**src/rtl/stim_ctrl_gen.sv**
```systemverilog
// rtl/stim_ctrl_gen.sv - cycle-exact generator of derived clock, periodic reset and enable
//
// Purpose: produces three registered bench-control signals from a single clock.
//   clk_gen : square wave, CLK_HALF clk cycles per half-period, first rise on edge CLK_HALF
//   rst_gen : low for RST_OFF edges, then high for RST_ON edges, repeating
//   en_gen  : high for EN_ON edges, then low for EN_OFF edges, repeating
// Ports:
//   clk     in   sole clock, rising edge
//   reset   in   synchronous active-low reset (wins over run and restart)
//   run     in   1 = generators advance, 0 = everything holds
//   restart in   one-cycle pulse, reloads the reset state
//   clk_gen out  derived clock (a flop output, not a real clock net)
//   rst_gen out  periodic active-high reset pulse
//   en_gen  out  periodic active-high enable
module stim_ctrl_gen #(
  parameter int CNT_W    = 16,
  parameter int CLK_HALF = 10,
  parameter int RST_OFF  = 30,
  parameter int RST_ON   = 15,
  parameter int EN_ON    = 40,
  parameter int EN_OFF   = 15
) (
  input  logic clk,
  input  logic reset,
  input  logic run,
  input  logic restart,
  output logic clk_gen,
  output logic rst_gen,
  output logic en_gen
);

  // A zero-length phase would never end, so it is stretched to one cycle.
  localparam int CLK_L     = (CLK_HALF == 0) ? 1 : CLK_HALF;
  localparam int RST_OFF_L = (RST_OFF  == 0) ? 1 : RST_OFF;
  localparam int RST_ON_L  = (RST_ON   == 0) ? 1 : RST_ON;
  localparam int EN_ON_L   = (EN_ON    == 0) ? 1 : EN_ON;
  localparam int EN_OFF_L  = (EN_OFF   == 0) ? 1 : EN_OFF;

  localparam longint CNT_MAX = (64'd1 << CNT_W) - 64'd1;

  if (longint'(CLK_HALF) > CNT_MAX || longint'(RST_OFF) > CNT_MAX ||
      longint'(RST_ON) > CNT_MAX || longint'(EN_ON) > CNT_MAX ||
      longint'(EN_OFF) > CNT_MAX) begin : g_param_check
    $error("stim_ctrl_gen: phase length does not fit in CNT_W bits");
  end

  localparam logic [CNT_W-1:0] CLK_LAST     = CNT_W'(CLK_L - 1);
  localparam logic [CNT_W-1:0] RST_OFF_LAST = CNT_W'(RST_OFF_L - 1);
  localparam logic [CNT_W-1:0] RST_ON_LAST  = CNT_W'(RST_ON_L - 1);
  localparam logic [CNT_W-1:0] EN_ON_LAST   = CNT_W'(EN_ON_L - 1);
  localparam logic [CNT_W-1:0] EN_OFF_LAST  = CNT_W'(EN_OFF_L - 1);

  typedef enum logic {
    PH_OFF = 1'b0,
    PH_ON  = 1'b1
  } phase_e;

  logic [CNT_W-1:0] clk_cnt_q, clk_cnt_d;
  logic             clk_gen_q, clk_gen_d;

  logic [CNT_W-1:0] rst_cnt_q, rst_cnt_d;
  phase_e           rst_ph_q,  rst_ph_d;
  logic             rst_gen_q, rst_gen_d;
  logic [CNT_W-1:0] rst_last;

  logic [CNT_W-1:0] en_cnt_q, en_cnt_d;
  phase_e           en_ph_q,  en_ph_d;
  logic             en_gen_q, en_gen_d;
  logic [CNT_W-1:0] en_last;

  always_comb begin
    clk_cnt_d = clk_cnt_q;
    clk_gen_d = clk_gen_q;
    rst_cnt_d = rst_cnt_q;
    rst_ph_d  = rst_ph_q;
    rst_gen_d = rst_gen_q;
    en_cnt_d  = en_cnt_q;
    en_ph_d   = en_ph_q;
    en_gen_d  = en_gen_q;
    rst_last  = (rst_ph_q == PH_ON) ? RST_ON_LAST : RST_OFF_LAST;
    en_last   = (en_ph_q  == PH_ON) ? EN_ON_LAST  : EN_OFF_LAST;

    if (run) begin
      // clk_gen flips on the same edge its counter wraps.
      if (clk_cnt_q == CLK_LAST) begin
        clk_cnt_d = '0;
        clk_gen_d = ~clk_gen_q;
      end else begin
        clk_cnt_d = clk_cnt_q + CNT_W'(1);
      end

      // rst/en outputs show the phase in force before this edge's update,
      // so the last edge of a phase still presents that phase and the
      // reset-state output value (high) is independent of the phase bit.
      rst_gen_d = (rst_ph_q == PH_ON);
      if (rst_cnt_q == rst_last) begin
        rst_cnt_d = '0;
        rst_ph_d  = (rst_ph_q == PH_ON) ? PH_OFF : PH_ON;
      end else begin
        rst_cnt_d = rst_cnt_q + CNT_W'(1);
      end

      en_gen_d = (en_ph_q == PH_ON);
      if (en_cnt_q == en_last) begin
        en_cnt_d = '0;
        en_ph_d  = (en_ph_q == PH_ON) ? PH_OFF : PH_ON;
      end else begin
        en_cnt_d = en_cnt_q + CNT_W'(1);
      end
    end
  end

  always_ff @(posedge clk) begin
    if (!reset || restart) begin
      clk_cnt_q <= '0;
      clk_gen_q <= 1'b0;
      rst_cnt_q <= '0;
      rst_ph_q  <= PH_OFF;
      rst_gen_q <= 1'b1;
      en_cnt_q  <= '0;
      en_ph_q   <= PH_ON;
      en_gen_q  <= 1'b1;
    end else begin
      clk_cnt_q <= clk_cnt_d;
      clk_gen_q <= clk_gen_d;
      rst_cnt_q <= rst_cnt_d;
      rst_ph_q  <= rst_ph_d;
      rst_gen_q <= rst_gen_d;
      en_cnt_q  <= en_cnt_d;
      en_ph_q   <= en_ph_d;
      en_gen_q  <= en_gen_d;
    end
  end

  assign clk_gen = clk_gen_q;
  assign rst_gen = rst_gen_q;
  assign en_gen  = en_gen_q;

endmodule

```
**config.mk**
```make
export PLATFORM = sky130hd
export DESIGN_NAME = stim_ctrl_gen
export DESIGN_NICKNAME = d
export VERILOG_FILES = /design/src/rtl/stim_ctrl_gen.sv
export SDC_FILE = /design/constraint.sdc
export NUM_CORES = 1
export LEC_CHECK = 0
export CORE_UTILIZATION = 65
export CTS_CLUSTER_SIZE = 10
export DETAILED_ROUTE_END_ITERATION = 6
export MAX_ROUTING_LAYER = met4
export PLACE_DENSITY_LB_ADDON = 0.2
export SLEW_MARGIN = 30
export SYNTH_ARGS = -nofsm -noshare
export SYNTH_HDL_FRONTEND = slang
export SYNTH_SLANG_ARGS = --single-unit
```
**constraint.sdc**
```tcl
create_clock -name clk -period 3.7 [get_ports clk]
set_input_delay 1.11 -clock clk [delete_from_list [all_inputs] [get_ports clk]]
set_output_delay 1.11 -clock clk [all_outputs]
set_load 0.05 [all_outputs]
```
==> impl_metrics.tcl <==
set metrics [dict create \
    status "finished, final reports clean" \
    cts_made_buffers 5 \
    slowest_stage "clkdlybuf4s50_1" \
    synth_top_area_cell "dfxtp_1" \
    ant_nets 0 \
    worst_setup_path_end_kind "register" \
    synth_cell_types 34 \
    fin_util_pct 73.27 \
    htreeDepth 2 \
    fin_crit_sh_pct 76.99 \
    crit_arrival_ns 3.07 \
    io_buffers 6 \
    hold_buffers 0 \
    routedWlPerCell_um 13.59 \
    multiInputGateArea_um2 1366 \
    clk_latency_ns 0.30 \
    cp-start-kind "input pin" \
    core_area_um2 3661 \
    grt-ovfl-total 0 \
    power_leakage_nw 0.8104 \
    ys_seq_elements 53 \
    cts.reportedPaths.clkPinSlew_ns 0.08 \
    avgSynthCellArea_um2 8.706 \
    core.rowCount 22 \
    period_minus_slack_ns 2.849 \
    synthTopCellsByCount "53 x dfxtp_1, 52 x nor2_1, 25 x xnor2_1, 23 x nand4_1, 17 x xor2_1" \
    nNetsFinal 302 \
    crit_chain "clkdlybuf4s50_1 > buf_4 > and4_1 > nand2_1 > or3_1 > a21oi_1" \
    tns_ns 0 \
    first_global_vias 1946 \
    vias 2022 \
    synth-edff-count 0 \
    crit_family "buffers and inverters" \
    worstPathMaxFanout 18 \
    grt_antenna_before_repair 0 \
    cts.sinks 53 \
    place_congestion 0.8565 \
    post_cts_buffers 0 \
    cap_violations 0 \
    cts_resized 0 \
    start_util_pct 68.25 \
    tightest_slew_ns 0.5377 \
    hold_path_class "reg -> reg" \
    slew_headroom_pct 64.07 \
    area_growth_syn_to_layout_pct 7.361 \
    ys_top_cells_by_area "dfxtp_1 42%, xnor2_1 8.8%, nor2_1 7.8%" \
    synth_top_area_share_pct 42.46 \
    peakVddDrop_uv 267.2 \
    path_class "in -> reg" \
    first_pass_iters 4 \
    num_io_pins 7 \
    timing.hold.ws_ns 0.4941 \
    cts.path.max_buffers 2 \
    rsz0062_at_grt "false" \
    power_mw 0.9328 \
    p_per_area_nw_per_um2 347.7 \
    final_max_slew_viol_count 0 \
    stdcell_area_um2 2683 \
    drt-initial-drc-count 218 \
    die_area_um2 4096 \
    ys.flop_type "dfxtp_1" \
    drive_above_1_share_pct 5.102 \
    synth_fp_nets 295 \
    finalClockSkew_ns 0.008258 \
    setup-violations-final 0 \
    viasPerCell 5.912 \
    cts_tree "yes" \
    die_w_um 64 \
    dp_hpwl_um 3276 \
    cpPeakStageDelay_ns 0.72 \
    cts-root-buf "clkbuf_8" \
    grt_pass1_wl_um 8280 \
    async_flop_share_pct 0 \
    regArea_um2 1061 \
    die_h_um 64 \
    n_antenna_cell 0 \
    ys_seq_area_share_pct 42.46 \
    fill_cells 281 \
    grt_usage_pct 26.43 \
    synth_warnings 0 \
    grt_max_degree 19 \
    required_ns 3.92 \
    drcViolationCount 0 \
    max_freq_mhz 351.0 \
    netlist_area_um2 2499 \
    synth_cells 287 \
    finalHoldViolations 0 \
    yosysMostFrequentCell "dfxtp_1" \
    placed_cell_area_um2 2596 \
    cp_num_buf_inv 2 \
    routed_wl_um 4648 \
]
## sequential cells by signal (all words and copies together) (netlist names)
signal,flops
clk_cnt_q,16
rst_gen,1
rst_cnt_q,16
en_cnt_q,16
rst_ph_q,1
en_gen,1
clk_gen,1
en_ph_q,1
## kinds of logic after synthesis
logic type | share of synthesized area, %
simple gates | 32.85
flops | 42.46
xor+xnor | 14.72
buf+inv | 2.854
compound gates | 3.104
mux | 2.003
fa+ha+maj | 2.003
## area by class of cell
class	count	area share, %
multi-input cells	218	50.93
inverters	7	0.9795
well taps	48	2.239
clock buffers	7	3.218
flip-flops and latches	53	39.55
repair buffers	9	3.078
## layout by cell type (no fill, tap or decap), drive strengths merged, types with 2 or more instances in the layout
| cell | synthesis | final |
|---|---|---|
| dfxtp | 53 | 53 |
| nor2 | 52 | 52 |
| xnor2 | 25 | 25 |
| nand4 | 24 | 24 |
| xor2 | 17 | 17 |
| nand2 | 16 | 16 |
| nor4 | 15 | 15 |
| nor3 | 13 | 13 |
| nand3 | 12 | 12 |
| inv | 7 | 7 |
| clkbuf | 0 | 7 |
| clkdlybuf4s50 | 0 | 6 |
| mux2i | 5 | 5 |
| o21ai | 5 | 5 |
| a21oi | 4 | 4 |
| ha | 4 | 4 |
| nor4b | 3 | 3 |
| and3 | 3 | 3 |
| or3 | 3 | 3 |
| nor4bb | 3 | 3 |
| buf | 9 | 3 |
| a31oi | 2 | 2 |
| and4 | 2 | 2 |
| or2 | 2 | 2 |
## worst register-to-register path, cell delays in order, from the launching register on
cell	delay [ns]
dfxtp_1	0.45
ha_1	0.21
nor4b_1	0.23
nand4_1	0.21
nand2_1	0.47
nor2_1	0.11
## routing by layer
layer,vias up,track usage (%),share of wire (%)
met4,0,8.807,0.86
met5,-,-,0
met2,27,45.61,50
met1,965,30.20,47
li1,1026,-,-
met3,4,5.714,2.3
## metrics by stage
stage          setup slack, ns  instances
2_1_floorplan            1.429        287
3_5_place_dp            0.5729        335
4_1_cts                 0.8889        342
3_3_place_gp            0.6126        335
5_1_grt                 0.7175        342
6_report                0.8512        342
## final timing paths
| path | start | end | slack [ns] | depth (start not counted) |
|---|---|---|---|---|
| worst min-delay path | rst_gen | rst_gen | 0.49 | 2 |
| worst min register to register | rst_gen | rst_gen | 0.49 | 2 |
| worst max-delay path | run | clk_cnt_q[14] | 0.85 | 6 |
| worst max register to register | clk_cnt_q[0] | clk_cnt_q[9] | 1.90 | 5 |
## report_power, final
group          internal, mW  leakage, nW  switching [mW]  total (mW)
Clock                 0.149       0.0443           0.171       0.320
Combinational        0.0136        0.338          0.0209      0.0346
Sequential            0.573        0.428         0.00523       0.578
Total                 0.735        0.810           0.198       0.933
(Power assumes the default switching activity.)
